==> src/rtl/pc_sequencer.sv <==
// pc_sequencer: program counter with internal next-PC selection, traps, EPC/cause,
// halt/resume control and a retired-instruction counter.
`default_nettype none

module pc_sequencer #(
    parameter int               WIDTH        = 32,
    parameter logic [WIDTH-1:0] RESET_VECTOR = 32'h0000_0000,
    parameter logic [WIDTH-1:0] EXC_VECTOR   = 32'h0000_0080,
    parameter int               STEP         = 4,
    parameter int               CNT_W        = 32
) (
    input  logic             clk,
    input  logic             rst,
    input  logic             stall,
    input  logic             halt,
    input  logic             resume,
    input  logic             branch_taken,
    input  logic [15:0]      branch_imm,
    input  logic             jump,
    input  logic [25:0]      jump_target,
    input  logic             jump_reg,
    input  logic [WIDTH-1:0] reg_target,
    input  logic             exception,
    input  logic             eret,
    output logic [WIDTH-1:0] pc,
    output logic [WIDTH-1:0] pc_plus_step,
    output logic [WIDTH-1:0] epc,
    output logic [1:0]       cause,
    output logic             exc_taken,
    output logic             halted,
    output logic [CNT_W-1:0] retired
);

    localparam int               SHIFT      = $clog2(STEP);
    localparam logic [WIDTH-1:0] STEP_W     = WIDTH'(STEP);
    localparam logic [WIDTH-1:0] ALIGN_MASK = WIDTH'(STEP - 1);
    localparam logic [1:0]       CAUSE_EXT  = 2'd1;
    localparam logic [1:0]       CAUSE_MIS  = 2'd2;

    typedef enum logic {
        S_RUN  = 1'b0,
        S_HALT = 1'b1
    } state_t;

    state_t           state_q, state_d;
    logic [WIDTH-1:0] pc_q, pc_d;
    logic [WIDTH-1:0] epc_q, epc_d;
    logic [1:0]       cause_q, cause_d;
    logic             exc_q, exc_d;
    logic [CNT_W-1:0] ret_q, ret_d;

    logic [WIDTH-1:0] pc_step;
    logic [WIDTH-1:0] br_off;
    logic [WIDTH-1:0] br_tgt;
    logic [WIDTH-1:0] j_tgt;
    logic [WIDTH-1:0] flow_tgt;
    logic             flow_sel;
    logic             flow_mis;

    assign pc_step  = pc_q + STEP_W;
    assign br_off   = {{(WIDTH-16){branch_imm[15]}}, branch_imm} << SHIFT;
    assign br_tgt   = pc_step + br_off;
    assign j_tgt    = {pc_step[WIDTH-1:28], jump_target, 2'b00};
    assign flow_sel = jump_reg | jump | branch_taken;
    assign flow_tgt = jump_reg ? reg_target : (jump ? j_tgt : br_tgt);
    // Only redirected targets can be misaligned; the sequential step never is.
    assign flow_mis = flow_sel && ((flow_tgt & ALIGN_MASK) != '0);

    always_comb begin
        state_d = state_q;
        pc_d    = pc_q;
        epc_d   = epc_q;
        cause_d = cause_q;
        exc_d   = 1'b0;
        ret_d   = ret_q;
        case (state_q)
            S_RUN: begin
                if (exception) begin
                    pc_d    = EXC_VECTOR;
                    epc_d   = pc_q;
                    cause_d = CAUSE_EXT;
                    exc_d   = 1'b1;
                end else if (eret) begin
                    pc_d    = epc_q;
                    cause_d = 2'd0;
                end else if (stall) begin
                    pc_d = pc_q;
                end else if (halt) begin
                    state_d = S_HALT;
                end else if (flow_mis) begin
                    pc_d    = EXC_VECTOR;
                    epc_d   = pc_q;
                    cause_d = CAUSE_MIS;
                    exc_d   = 1'b1;
                end else begin
                    pc_d  = flow_sel ? flow_tgt : pc_step;
                    ret_d = ret_q + CNT_W'(1);
                end
            end
            S_HALT: begin
                // The resume cycle itself holds the PC; advancing restarts next cycle.
                if (resume) begin
                    state_d = S_RUN;
                end
            end
            default: state_d = S_RUN;
        endcase
    end

    always_ff @(posedge clk or posedge rst) begin
        if (rst) begin
            state_q <= S_RUN;
            pc_q    <= RESET_VECTOR;
            epc_q   <= '0;
            cause_q <= 2'd0;
            exc_q   <= 1'b0;
            ret_q   <= '0;
        end else begin
            state_q <= state_d;
            pc_q    <= pc_d;
            epc_q   <= epc_d;
            cause_q <= cause_d;
            exc_q   <= exc_d;
            ret_q   <= ret_d;
        end
    end

    assign pc           = pc_q;
    assign pc_plus_step = pc_step;
    assign epc          = epc_q;
    assign cause        = cause_q;
    assign exc_taken    = exc_q;
    assign halted       = (state_q == S_HALT);
    assign retired      = ret_q;

endmodule

`default_nettype wire
==> config.mk <==
export PLATFORM = sky130hd
export DESIGN_NAME = pc_sequencer
export DESIGN_NICKNAME = d
export VERILOG_FILES = /design/src/rtl/pc_sequencer.sv
export SDC_FILE = /design/constraint.sdc
export NUM_CORES = 1
export LEC_CHECK = 0
export BUFFER_PORTS_ARGS = -buffer_cell sky130_fd_sc_hd__buf_2
export CORE_MARGIN = 3
export CORE_UTILIZATION = 40
export DETAILED_ROUTE_END_ITERATION = 10
export GPL_ROUTABILITY_DRIVEN = 0
export PLACE_DENSITY = 0.75
export RECOVER_POWER = 100
export SLEW_MARGIN = 20
export SYNTH_ARGS = -nofsm -noshare
export SYNTH_HDL_FRONTEND = slang
export SYNTH_SLANG_ARGS = --single-unit
==> constraint.sdc <==
create_clock -name clk -period 3.2 [get_ports clk]
set_clock_uncertainty 0.05 [all_clocks]
set_input_delay 0.32 -clock clk [delete_from_list [all_inputs] [get_ports clk]]
set_output_delay 0.32 -clock clk [all_outputs]
set_load 0.02 [all_outputs]
After elaboration in Yosys (flattened, before gate mapping)
Cells that the tools add are included.
{"block": "word_totals", "output_inout_bits": 132, "reg_bits": 100, "inputBits": 84, "elab_cells": 60}
{"block": "classes", "bitwise": 8, "reduce_logical": 8, "n_eq_ne": 5, "n_addsub": 3, "mux": 30}
{"operator": "$mux 32", "count": 13}
{"operator": "$add 32x1->32 const B", "count": 1}
{"operator": "$add 32x3->32 const B", "count": 1}
{"operator": "$add 32x32->32", "count": 1}
{"operator": "$reduce_bool 32->1", "count": 1}
{"operator": "$mux 1", "count": 11}
{"operator": "$mux 2", "count": 5}
{"operator": "$ne 3x1->1 const B", "count": 2}
{"operator": "$not 1->1", "count": 6}
{"operator": "$reduce_and 6->1", "count": 1}
{"operator": "$reduce_and 5->1", "count": 1}
{"operator": "$ne 2x1->1 const B", "count": 2}
{"operator": "$reduce_and 4->1", "count": 1}
{"operator": "$reduce_and 3->1", "count": 1}
{"operator": "$reduce_bool 3->1", "count": 1}
{"operator": "$ne 2x2->1 const B", "count": 1}
{"operator": "$or 1x1->1", "count": 2}
{"operator": "$pmux 1 s2", "count": 1}
{"operator": "$reduce_bool 2->1", "count": 1}
{"operator": "$logic_and 1x1->1", "count": 1}

Longest topological paths before layout
{"block": "logic_depth", "ltp_word": 12, "mapped_depth": 16, "depth_no_buf": 16}

Worst setup path after synthesis
No wires, ideal clock.
{"block": "synth_timing", "path_kind": "flip-flop to flip-flop", "startpoint": "register pc_q[2], in the netlist pc[2]", "endpoint": "register pc_q[29], in the netlist pc[29]", "required_time_ps": 3055, "slack_ps": -710, "setup_time_ps": 95, "stages_incl_launch_ff": 17, "arrival_ps": 3765, "path_cell_list": "dfrtp_1 -> ha_1 -> nand2_1 -> nor4_2 -> nand4_1 -> xnor2_1 -> ha_1 -> clkbuf_1 -> a21oi_1 -> o21bai_1 -> a21oi_1 -> o21ai_0 -> a41oi_2 -> nor3_1 -> a2111oi_2 -> xnor2_1 -> o31ai_1"}
{"block": "synth_via", "elab_chain_cells": 10}
{"element": "from (decl)", "line": "46", "text": "logic [WIDTH-1:0] pc_q, pc_d;"}
{"element": "from (signal assigned)", "line": "120", "text": "pc_q <= pc_d;"}
{"element": "$add 32x3->32", "line": "60", "text": "assign pc_step = pc_q + STEP_W;"}
{"element": "via pc_plus_step[18]", "line": "26", "text": "output logic [WIDTH-1:0] pc_plus_step,"}
{"element": "$add 32x32->32", "line": "62", "text": "assign br_tgt = pc_step + br_off;"}
{"element": "$mux 32 (2 in a row)", "line": "65", "text": "assign flow_tgt = jump_reg ? reg_target : (jump ? j_tgt : br_tgt);"}
{"element": "$mux 32", "line": "96", "text": "pc_d = flow_sel ? flow_tgt : pc_step;"}
{"element": "$mux 32", "line": "90", "text": "end else if (flow_mis) begin"}
{"element": "$mux 32", "line": "88", "text": "end else if (halt) begin"}
{"element": "$mux 32", "line": "86", "text": "end else if (stall) begin"}
{"element": "$mux 32", "line": "83", "text": "end else if (eret) begin"}
{"element": "$mux 32", "line": "78", "text": "if (exception) begin"}
The timed path passes the listed nets, and every way through them passes these cells. The select of a mux whose other input is x is not followed.
A chain may end at the register's enable or synchronous reset.

Worst setup path in the final report
{"block": "layout_timing", "startpoint": "register pc_q[3], in the netlist pc[3]", "endpoint": "register pc_q[29], in the netlist pc[29]"}
{"block": "layout_via", "elab_chain_cells": 10}
{"element": "$add 32x3->32 *", "line": "60"}
{"element": "$add 32x32->32", "line": "62"}
{"element": "$mux 32 (2 in a row)", "line": "65"}
{"element": "$mux 32 *", "line": "96"}
{"element": "$mux 32 *", "line": "90"}
{"element": "$mux 32 *", "line": "88"}
{"element": "$mux 32 *", "line": "86"}
{"element": "$mux 32 *", "line": "83"}
{"element": "$mux 32 *", "line": "78"}
Mark *: on every way between the ends. The rest lies on a longest branch, timed or not. The select of a mux whose other input is x is not followed.

==> results.md <==
- CP startpoint kind: flop
- Fillers: 1523
- Cell family contributing the most delay on the critical path: compound AO/OA/AOI/OAI gates
- Flop-to-flop setup slack: -0.15 ns
- Total stage count of the critical path: 16
- Root Buffer Master: sky130_fd_sc_hd__clkbuf_16
- Buffers on Ports: between 200 and 250
- Final number of hold-violating endpoints: 0
- Post-route clock period utilization: 104.6%
- Yosys warns: 0
- Violations in the final reports: capacitance limit, slew limit, setup timing
- Total buffers and inverters traversed by the critical path: 1
- Data required time of the worst path: roughly 3.4 ns
- Antenna Violating Nets Remaining: 0
- Initial Utilization: slightly above 40%
- Cell depth of the worst min-delay path: 2
- Net count reported at finish: approximately 1300
- Total instance count after detailed placement: 1327
- Synth top area cells: sky130_fd_sc_hd__dfrtp_1, sky130_fd_sc_hd__xnor2_1, sky130_fd_sc_hd__ha_1
- Die extent in y: approximately 140 um
- Net switching power figure: 1.778 mW
- Shortest period the worst path allows: 3.348 ns
- Internal power: about 2.7 mW
- Overall power of the completed layout: around 4.5 mW
- Overall Global Routing Usage: between 20% and 30%
- CTS sink count: 100
- Sum of overflow across all layers after global routing: 0
- Rel. slew slack: -74.19%
- Prevailing post-synth register cell: sky130_fd_sc_hd__dfrtp_1
- Number of global-route vias before repair: about 7700
- Insertion delay of the later-clocked pin in the worst-skew pair: 0.36 ns
- CTS tree: built
- Final Routed Wirelength: between 20000 and 30000 um
- Launch point of the worst hold path: resume
- I/O pin cnt: ~220
- Delay contributed by the slowest stage of the critical path: roughly 0.43 ns
- Actual slew at the worst max-slew pin: around 2.6 ns
- Cell occurring most often along the worst timing path: sky130_fd_sc_hd__ha_4
- Antenna diode count: 0
- Violation count after the first detailed-routing iteration: between 700 and 800
- Combined flip-flop and latch cell area: between 2000 and 3000 um2
- Core area: 17420 um2
- Number of buffers created by CTS: 9
- Number of flops mapped to enable cells by yosys: 0
- Final setup violating endpoints: 6
- Max IR drop VDD: 288.7 uV
- Maximum clock insertion buffer count: 2
- Yosys top cell by area: sky130_fd_sc_hd__dfrtp_1
- Yosys top cell area share: a little over a third
- Final setup margin: -0.1477 ns
- Share of layout cells above drive strength 1: approximately two fifths
- CTS hold repair buffers: 0
- Initial antenna violation count: 0
- Timing-limited maximum frequency: about 300 MHz
- Outcome: finished with violations
- Critical path arrival: ~3.6 ns
- RR Endpoint: pc[29]$_DFFE_PP0P_
- Area overhead of the layout relative to synthesis: 45.24%
- CTS H-tree lvls: 3
- Share of total power in the clock network: 24.7%
- Critical Path End Type: flop
- Gate Count Post-Synth: about 790
- WL/cell: 20.39 um
- Leakage power figure: 4.976 nW
- Maximum number of pins on one net before global-route repair: 67
- Critical Path, Cell by Cell: ha_4, nand2_4, nor4_4, buf_6, nand4_1, xnor2_2, ha_4, a21oi_4, o21bai_1, a21oi_1, o21ai_1, a41oi_2, nor3_2, a2111oi_2, xnor2_1, o31ai_1
- Vias: 7922
- Critical Path Fanout Max: 5
- CTS clk-pin slew, worst paths: roughly 0.080 ns
- Combinational power share: between 40% and 50%
- Max Cap Violations: 1
- Global-route wire length before repair: 41900 um
- Setup repair after global routing missed its margin: yes
- FFs w/ async S/R, synth: between 90% and 100%
- Number of nets produced by synthesis: 909
- Combined area of all synthesized cells: approximately 7200 um2
- Die Area: 19600 um2
- Sequential element share of the synthesized area: 34.85%
- Syn avg cell area: approximately 9 um2
- Post-route DRC: 0
- Number of cell instances on the worst register-to-register path: 16
- Path type of the worst min-delay path: in2reg
- Launch instance of the worst register-to-register path: pc[3]$_DFFE_PP0P_
- Count of distinct cell types in the synthesized netlist: between 70 and 80
- Pwr per Cell Area: approximately 430 nW/um2
- Area used by multi-input combinational logic: 5162 um2
- Share of the core filled with cells in the final layout: roughly three fifths
- Hold endpoint: halted$_DFF_PP0_
- Floorplan row count: 48
- Worst path slowest cell: sky130_fd_sc_hd__dfrtp_2
- Final HPWL DP: just over 20000 um
- Synthesis-stage register bit count: 100
- Die width: 140.0 um
- Fraction of power spent switching nets: 39.45%
- Vias/cell: ~5.8
- Sequential share of power: 33.9%
- Slew Limit Fails: 67
- Number of standard cells in the layout, taps in and fillers out: between 1000 and 1500
- 1st-pass router iterations: 6
- Critical path class: reg2reg
==> synth_stat cells (4+ instances only) <==
master,number
sky130_fd_sc_hd__dfrtp_1,100
sky130_fd_sc_hd__nand2_1,74
sky130_fd_sc_hd__xnor2_1,57
sky130_fd_sc_hd__o21ai_0,54
sky130_fd_sc_hd__nor2_1,53
sky130_fd_sc_hd__a21oi_1,52
sky130_fd_sc_hd__nand3_1,42
sky130_fd_sc_hd__ha_1,37
sky130_fd_sc_hd__mux2_2,32
sky130_fd_sc_hd__xor2_1,28
sky130_fd_sc_hd__clkbuf_1,23
sky130_fd_sc_hd__and3_1,20
sky130_fd_sc_hd__inv_1,17
sky130_fd_sc_hd__a21o_1,15
sky130_fd_sc_hd__o221ai_1,13
sky130_fd_sc_hd__nor3_1,12
sky130_fd_sc_hd__and4_1,10
sky130_fd_sc_hd__a31oi_1,9
sky130_fd_sc_hd__o22ai_1,9
sky130_fd_sc_hd__a221oi_1,6
sky130_fd_sc_hd__a222oi_1,6
sky130_fd_sc_hd__buf_2,6
sky130_fd_sc_hd__nand4_1,6
sky130_fd_sc_hd__o21bai_1,6
sky130_fd_sc_hd__and2_1,5
sky130_fd_sc_hd__buf_4,5
sky130_fd_sc_hd__nand2b_1,5
sky130_fd_sc_hd__nor2b_1,5
sky130_fd_sc_hd__o211ai_1,5
sky130_fd_sc_hd__a22oi_1,4
sky130_fd_sc_hd__o2111ai_1,4
==> metrics by stage <==
stage | cell area [um2] | TNS, ns | hold WS [ns] | setup slack (ns)
after floorplan | 7595 | -0.7885 | 0.3627 | -0.1132
after global placement | 9803 | -0.1888 | 0.4020 | -0.07830
after detailed placement | 9803 | -0.6487 | 0.4224 | -0.1202
after CTS | 10210 | -0.1949 | 0.07258 | -0.05944
after global routing | 10430 | -4.767 | 0.06838 | -0.3314
final | 10430 | -0.5530 | 0.08578 | -0.1477
==> final cells by class <==
class                   count  area share [%]
well taps                 225           2.699
inverters                  19          0.6839
flip-flops and latches    100           24.15
multi-input cells         633           49.50
clock buffers               9           2.160
clock inverters             7          0.6839
repair buffers            365           20.12
==> logic make-up after synthesis <==
logic type | count (synthesis) | synth area share [%]
buffers and inverters | 54 | 3.293
DFF | 100 | 34.85
and+or+nand+nor | 259 | 19.05
xor gates and xnor gates | 85 | 10.37
adders and majority gates | 38 | 6.726
muxes | 33 | 5.158
AOI/OAI and AO/OA | 218 | 20.56
==> worst max path at each step <==
stage | startpoint | end | slack [ns]
3_3_place_gp | pc[3]$_DFFE_PP0P_ | pc[31]$_DFFE_PP0P_ | -0.08
2_1_floorplan | pc[11]$_DFFE_PP0P_ | pc[28]$_DFFE_PP0P_ | -0.11
4_1_cts | pc[3]$_DFFE_PP0P_ | pc[29]$_DFFE_PP0P_ | -0.06
6_report | pc[3]$_DFFE_PP0P_ | pc[29]$_DFFE_PP0P_ | -0.15
5_1_grt | pc[3]$_DFFE_PP0P_ | pc[29]$_DFFE_PP0P_ | -0.33
3_5_place_dp | pc[3]$_DFFE_PP0P_ | pc[31]$_DFFE_PP0P_ | -0.12
==> worst register-to-register path, cell delays in order, from the launching register on <==
cell and delay (ns):
sky130_fd_sc_hd__dfrtp_2 0.43, sky130_fd_sc_hd__ha_4 0.19, sky130_fd_sc_hd__nand2_4 0.06, sky130_fd_sc_hd__nor4_4 0.15, sky130_fd_sc_hd__buf_6 0.17, sky130_fd_sc_hd__nand4_1 0.13, sky130_fd_sc_hd__xnor2_2 0.29, sky130_fd_sc_hd__ha_4 0.27
sky130_fd_sc_hd__a21oi_4 0.13, sky130_fd_sc_hd__o21bai_1 0.07, sky130_fd_sc_hd__a21oi_1 0.13, sky130_fd_sc_hd__o21ai_1 0.09, sky130_fd_sc_hd__a41oi_2 0.35, sky130_fd_sc_hd__nor3_2 0.11, sky130_fd_sc_hd__a2111oi_2 0.34, sky130_fd_sc_hd__xnor2_1 0.11
sky130_fd_sc_hd__o31ai_1 0.18
==> power by group through the flow <==
stage | Sequential [mW] | Clock (mW) | Combinational, mW
2_1_floorplan | 1.71 | 0 | 0.826
3_3_place_gp | 1.54 | 0 | 1.72
3_5_place_dp | 1.55 | 0 | 1.74
4_1_cts | 1.52 | 1.13 | 1.78
5_1_grt | 1.55 | 1.19 | 1.99
6_report | 1.53 | 1.11 | 1.87
==> cell usage in the layout (no fill, tap or decap), drive strengths merged, types with 6 or more instances in the layout <==
master and n:
clkbuf 101, xor2 28, o211ai 6, a221oi 6, a21oi 54, o21bai 6
o221ai 13, a31oi 9, nor3 13, nand2 74, nand2b 6, xnor2 57
o22ai 9, nand4 7, ha 37, nor2 56, and2 6, nand3 43
buf 273, dfrtp 100, o21ai 56, a21o 15, a222oi 6, inv 19
mux2 32, and4 10, and3 23
==> metal layers <==
layer	wire length, um	vias up	global-route usage, %
met5	0	-	0
met4	1196	0	10.10
met3	2618	92	5.531
met2	12660	437	43.35
met1	11220	3803	35.83
li1	-	3590	-
==> timing repair <==
item	in CTS	in global routing
endpoints found under the setup margin	12	15
buffers inserted	4	11
pin swaps	12	28
gates resized for setup	23	48
==> registers in the layout (all words and copies together), names as in the netlist <==
signal,cells
cause,2
pc,32
halted,1
epc,32
retired,32
exc_taken,1
No activity file was read; power rests on OpenSTA's default activity.
